**src/rtl/prime_pkg.sv**
```systemverilog
// Shared state encoding and residue helpers for the prime candidate search.
package prime_pkg;

  typedef enum logic [1:0] {
    S_IDLE,
    S_FILL,
    S_LAUNCH,
    S_WAIT
  } state_t;

  function automatic int nchunk(input int wordsize, input int rand_width);
    return wordsize / rand_width;
  endfunction

  function automatic logic [1:0] add_mod3(input logic [1:0] a, input logic [1:0] b);
    logic [2:0] s;
    s = {1'b0, a} + {1'b0, b};
    return (s >= 3'd3) ? 2'(s - 3'd3) : s[1:0];
  endfunction

  // Even bit positions weigh 1 and odd ones weigh 2 modulo 3; chunks up to 64 bits.
  function automatic logic [1:0] mod3_of_chunk(input logic [63:0] chunk);
    logic [1:0] r;
    r = 2'd0;
    for (int i = 0; i < 64; i++) begin
      if (chunk[i]) r = add_mod3(r, (i % 2 == 0) ? 2'd1 : 2'd2);
    end
    return r;
  endfunction

endpackage

```
**src/rtl/prime_mod3_acc.sv**
```systemverilog
// Running mod-3 residue of the chunks written during one candidate fill.
module prime_mod3_acc
  import prime_pkg::*;
#(
  parameter int RAND_WIDTH = 16
) (
  input  logic                  clk,
  input  logic                  reset,
  input  logic                  i_en,
  input  logic                  i_clear,
  input  logic [RAND_WIDTH-1:0] i_chunk,
  output logic [1:0]            o_res_next
);

  logic [1:0] r_res;
  logic [1:0] w_base;

  // The first chunk of a fill starts from zero rather than the stale residue.
  assign w_base     = i_clear ? 2'd0 : r_res;
  assign o_res_next = add_mod3(w_base, mod3_of_chunk(64'(i_chunk)));

  always_ff @(posedge clk or posedge reset) begin
    if (reset) r_res <= 2'd0;
    else if (i_en) r_res <= o_res_next;
  end

endmodule

```
**src/rtl/prime_search.sv**
```systemverilog
// Prime candidate search controller driving an external Miller-Rabin tester.
// Optional divisible-by-3 prefilter compiled in with PRIME_SEARCH_MOD3_EN.
module prime_search
  import prime_pkg::*;
#(
  parameter int WORDSIZE   = 32,
  parameter int RAND_WIDTH = 16,
  parameter int CNT_W      = 16
) (
  input  logic                    clk,
  input  logic                    reset,
  input  logic                    start,
  input  logic [2*WORDSIZE-1:0]   accuracy,
  input  logic [CNT_W-1:0]        max_attempts,
  input  logic [RAND_WIDTH-1:0]   rand_in,
  output logic [WORDSIZE-1:0]     mr_start_number,
  output logic [2*WORDSIZE-1:0]   mr_accuracy,
  output logic                    mr_reset,
  input  logic                    mr_finish,
  input  logic                    mr_prime,
  output logic                    busy,
  output logic                    done,
  output logic                    found,
  output logic [WORDSIZE-1:0]     prime_out,
  output logic [CNT_W-1:0]        attempts
);

  localparam int NCHUNK = nchunk(WORDSIZE, RAND_WIDTH);
  localparam int IDX_W  = (NCHUNK > 1) ? $clog2(NCHUNK) : 1;

  state_t                r_state;
  logic [IDX_W-1:0]      r_idx;
  logic [WORDSIZE-1:0]   r_cand;
  logic [2*WORDSIZE-1:0] r_acc;
  logic [CNT_W-1:0]      r_max;
  logic [CNT_W-1:0]      r_attempts;
  logic                  r_found;
  logic [WORDSIZE-1:0]   r_prime_out;
  logic                  r_done;
  logic                  r_busy;
  logic                  r_mr_reset;

  logic                  w_last;
  logic [RAND_WIDTH-1:0] w_chunk;
  logic                  w_reject;
  logic [CNT_W-1:0]      w_att_inc;
  logic                  w_budget_hit;

  assign w_last = (r_idx == IDX_W'(NCHUNK - 1));

  // Odd and full-width forcing happens before the residue sees the chunk.
  always_comb begin
    w_chunk = rand_in;
    if (r_idx == '0) w_chunk[0] = 1'b1;
    if (w_last) w_chunk[RAND_WIDTH-1] = 1'b1;
  end

`ifdef PRIME_SEARCH_MOD3_EN
  logic [1:0] w_res_next;

  prime_mod3_acc #(
    .RAND_WIDTH(RAND_WIDTH)
  ) u_mod3 (
    .clk       (clk),
    .reset     (reset),
    .i_en      (r_state == S_FILL),
    .i_clear   (r_idx == '0),
    .i_chunk   (w_chunk),
    .o_res_next(w_res_next)
  );

  assign w_reject = (w_res_next == 2'd0);
`else
  assign w_reject = 1'b0;
`endif

  assign w_att_inc    = (&r_attempts) ? r_attempts : r_attempts + 1'b1;
  assign w_budget_hit = (r_max != '0) && (w_att_inc == r_max);

  always_ff @(posedge clk or posedge reset) begin
    if (reset) begin
      r_state     <= S_IDLE;
      r_idx       <= '0;
      r_cand      <= '0;
      r_acc       <= '0;
      r_max       <= '0;
      r_attempts  <= '0;
      r_found     <= 1'b0;
      r_prime_out <= '0;
      r_done      <= 1'b0;
      r_busy      <= 1'b0;
      r_mr_reset  <= 1'b1;
    end else begin
      r_done <= 1'b0;
      case (r_state)
        S_IDLE: begin
          if (start) begin
            r_attempts  <= '0;
            r_found     <= 1'b0;
            r_prime_out <= '0;
            r_acc       <= accuracy;
            r_max       <= max_attempts;
            r_idx       <= '0;
            r_busy      <= 1'b1;
            r_state     <= S_FILL;
          end
        end
        S_FILL: begin
          r_cand[r_idx*RAND_WIDTH +: RAND_WIDTH] <= w_chunk;
          if (!w_last) begin
            r_idx <= r_idx + 1'b1;
          end else begin
            r_idx <= '0;
            if (w_reject) begin
              r_attempts <= w_att_inc;
              if (w_budget_hit) begin
                r_done  <= 1'b1;
                r_busy  <= 1'b0;
                r_state <= S_IDLE;
              end
            end else begin
              r_state <= S_LAUNCH;
            end
          end
        end
        S_LAUNCH: begin
          r_mr_reset <= 1'b0;
          r_state    <= S_WAIT;
        end
        S_WAIT: begin
          if (mr_finish) begin
            r_attempts <= w_att_inc;
            r_mr_reset <= 1'b1;
            if (mr_prime) begin
              r_found     <= 1'b1;
              r_prime_out <= r_cand;
              r_done      <= 1'b1;
              r_busy      <= 1'b0;
              r_state     <= S_IDLE;
            end else if (w_budget_hit) begin
              r_done  <= 1'b1;
              r_busy  <= 1'b0;
              r_state <= S_IDLE;
            end else begin
              r_state <= S_FILL;
            end
          end
        end
        default: r_state <= S_IDLE;
      endcase
    end
  end

  assign mr_start_number = r_cand;
  assign mr_accuracy     = r_acc;
  assign mr_reset        = r_mr_reset;
  assign busy            = r_busy;
  assign done            = r_done;
  assign found           = r_found;
  assign prime_out       = r_prime_out;
  assign attempts        = r_attempts;

endmodule
```
**config.mk**
```make
export PLATFORM = sky130hd
export DESIGN_NAME = prime_search
export DESIGN_NICKNAME = d
export VERILOG_FILES = /design/src/rtl/prime_pkg.sv /design/src/rtl/prime_mod3_acc.sv /design/src/rtl/prime_search.sv
export SDC_FILE = /design/constraint.sdc
export NUM_CORES = 1
export LEC_CHECK = 0
export ABC_AREA = 1
export CAP_MARGIN = 30
export CORE_MARGIN = 3
export CORE_UTILIZATION = 55
export CTS_BUF_LIST = sky130_fd_sc_hd__clkbuf_4 sky130_fd_sc_hd__clkbuf_8 sky130_fd_sc_hd__clkbuf_16
export DETAILED_ROUTE_END_ITERATION = 12
export DONT_BUFFER_PORTS = 1
export PLACE_DENSITY = 0.8
export SETUP_SLACK_MARGIN = 0.4
export SLEW_MARGIN = 20
export SYNTH_ARGS = -nofsm -noshare
export SYNTH_HDL_FRONTEND = slang
export SYNTH_SLANG_ARGS = --single-unit
```
**constraint.sdc**
```tcl
create_clock -name clk -period 10.1 [get_ports clk]
set_input_delay 1.01 -clock clk [delete_from_list [all_inputs] [get_ports clk]]
set_output_delay 1.01 -clock clk [all_outputs]
set_load 0.01 [all_outputs]
```
==> flow_summary.yaml <==
run_status:
  outcome: "finished clean"
sta:
  setup_tns_ps: 0
  period_share_pct: 31.5
  period_needed_ps: 3180
  hold_viol: 0
  hold-worst-slack_ps: 393
  fmax_mhz: 315
  rsz0062_at_grt: "false"
  maxSlewViolCount: 0
  worst_slew_pin_slew_ps: 856
  finClkSkew_ps: 10.9
  slew-limit-headroom_pct: 42.8
  setup_viol: 0
routing:
  via_count: 5675
  drc: 0
  via_per_inst: 5.49
  drt-initial-drc-count: 504
  dr.pass1.iters: 6
  wire_per_inst_um: 17.0
  drt-total-wl_um: 17600
  ant_nets: 0
logic_synthesis:
  seq_area_frac_synth_pct: 57.9
  synth_nets: 967
  yosysWarnings: 0
  avgSynthCellArea_um2: 8.38
  ys_ff_latch: 167
  synth_cell_types: 35
  synthesis.area_um2: 7220
  syn_inst: 861
clocking:
  numCtsBuffers: 17
  cts_root_buf: "clkbuf_16"
  cts_resized: 0
  path_clk_slew_ps: 70
  cts_max_level: 4
  clock_sinks: 167
  cts_tree: "yes"
  clockBufferDepth: 2
  post-cts-setup-buffers: 0
  worstSkewPairLatency_ps: 430
  cts_hold_buf: 0
setup_path:
  worst_ep_required_time_ps: 10440
  critical_path.top_delay_family: "buffers and inverters"
  cpMaxStageDelayCell: "a21oi_2"
  slowest_delay_ps: 530
  path_common_cell: "inv_1"
  path_class: "reg2reg"
  start_kind: "register"
  cp.buffers_inverters: 5
  endpoint_kind: "register"
  path_max_fanout: 33
  crit_chain: "inv_1 -> ha_1 -> inv_1 -> or2_2 -> o21ai_1 -> a21oi_2 -> clkinv_1 -> buf_16 -> nor2_2 -> buf_4 -> nand2_1 -> o21ai_0"
  crit_arrival_ps: 3520
die:
  io-pin-count: 249
  dieHeight_um: 121
  std_cell_rows: 41
  dieArea_um2: 14500
  dieWidth_um: 121
  initial_utilization_pct: 56.7
  core-area_um2: 12700
power:
  p_total_uw: 2630
  ir_drop_mv: 0.202
  leakagePower_uw: 0.00421
  power.density_nw_per_um2: 330
cells_and_area:
  syn_to_final_growth_pct: 10.5
  final_nets: 955
  drive_gt1_share_pct: 7.31
  diodes: 0
  finish.instance_area_um2: 7980
global_routing:
  grt_pass1_vias: 5488
  grt.total_usage_pct: 24.8
  grt_max_degree: 108
  antenna_found_initial: 0
  grt_first_pass_wirelength_um: 28400
  grt_overflow: 0
placed_design:
  gp_congestion: 0.905
  dpl.hpwl_um: 12300
  placed_area_um2: 7330
  port_buffers: 0
worst_hold_path:
  hold_class: "in2async"
job:
  cap_violations: 0
[cell type report]
cell class                 instances  area, µm²
clock buffer                      20        460
clock inverter                    12        116
fill                            1095       4750
inverter                          61        236
multi-input combinational        594       2660
sequential                       167       4180
tap                              172        215
timing repair buffer               8        108
[worst register-to-register path, cell delays in order (launching register included)]
cell      delay, ps
dfrtp_1         410
inv_1            90
ha_1            240
inv_1           100
or2_2           200
o21ai_1         120
a21oi_2         530
clkinv_1        430
buf_16          270
nor2_2           80
buf_4           320
nand2_1         150
o21ai_0         160
[cell usage in the layout (no fill, tap or decap), drive strengths merged, types with 4 or more instances in the layout]
master,instances
nand2,373
dfrtp,166
o21ai,88
inv,64
nand3,55
nor2,33
clkbuf,20
o22ai,8
buf,8
nand4,7
xor2,6
ha,5
nor4,4
clkinvlp,4
a21oi,4
clkinv,4
[sequential cells by signal, indices dropped and copies added, names as in the netlist]
name             cells
mr_start_number     32
prime_out           32
r_idx                1
r_max               16
busy                 1
mr_reset             1
done                 1
r_state              2
attempts            16
found                1
mr_accuracy         64
[synth_stat cells, drive strengths merged]
| master | number | share of area [%] |
|---|---|---|
| or2 | 1 | 0.087 |
| clkbuf | 34 | 1.8 |
| o22ai | 8 | 0.69 |
| nand3b | 2 | 0.21 |
| a21oi | 4 | 0.33 |
| o21bai | 1 | 0.10 |
| ha | 5 | 0.87 |
| nand3 | 55 | 4.0 |
| nand4 | 7 | 0.61 |
| o21ai | 88 | 6.1 |
| buf | 5 | 0.47 |
| nor4 | 4 | 0.35 |
| nor3 | 2 | 0.14 |
| nor2 | 33 | 2.2 |
| xnor2 | 1 | 0.12 |
| mux2 | 2 | 0.31 |
| inv | 59 | 3.1 |
| dfstp | 1 | 0.36 |
| clkinv | 2 | 0.10 |
| xor2 | 6 | 0.73 |
| nand2 | 373 | 20 |
| dfrtp | 166 | 58 |
| a32o | 2 | 0.28 |
[stage by stage]
| stage | instances | setup WS [ps] | utilization (%) |
|---|---|---|---|
| 2_1_floorplan | 861 | 4570 | - |
| 3_3_place_gp | 999 | 6390 | 57.6 |
| 3_5_place_dp | 999 | 6330 | 57.6 |
| 4_1_cts | 1031 | 6470 | 62.1 |
| 5_1_grt | 1034 | 6680 | 62.7 |
| 6_report | 1034 | 6920 | 62.7 |
[path summary, 6_finish.rpt]
check                           slack, ps         endpoint  startpoint  cells past startpoint
worst max register to register       6920    prime_out[31]  r_state[0]                     12
worst max-delay path                 6920    prime_out[31]  r_state[0]                     12
worst min-delay path                  390  mr_accuracy[20]       reset                      1
min in group clk                      540            r_idx       r_idx                      1
max in group asynchronous            8700  mr_accuracy[62]       reset                      2
worst min register to register        540            r_idx       r_idx                      1
[cell families (layout without fill, tap and decap cells)]
group / count (synthesis) / in the layout / share of synthesized area [%]
and+or+nand+nor: 477 / 477 / 27.1
DFF: 167 / 167 / 57.9
AOI/OAI and AO/OA: 103 / 103 / 7.50
buffers and inverters: 100 / 101 / 5.44
xor gates and xnor gates: 7 / 7 / 0.849
adders and majority gates: 5 / 5 / 0.867
muxes: 2 / 2 / 0.312
[routing by layer]
layer | routed length [µm] | GRT usage (%) | part of all wire, % | vias up
li1 | - | - | - | 2711
met1 | 7140 | 32.4 | 41 | 2646
met2 | 8480 | 38.7 | 48 | 283
met3 | 1520 | 8.23 | 8.6 | 35
met4 | 479 | 9.77 | 2.7 | 0
met5 | 0 | 0 | 0 | -
[power breakdown]
part           switching [µW]  total (µW)  internal, µW  leakage [µW]
logic                     437         665           228       0.00180
clock network             269         628           359      0.000275
registers                 379        1340           963       0.00213
total                    1080        2630          1550       0.00421
Note: power is estimated with default switching activity, not from simulation.
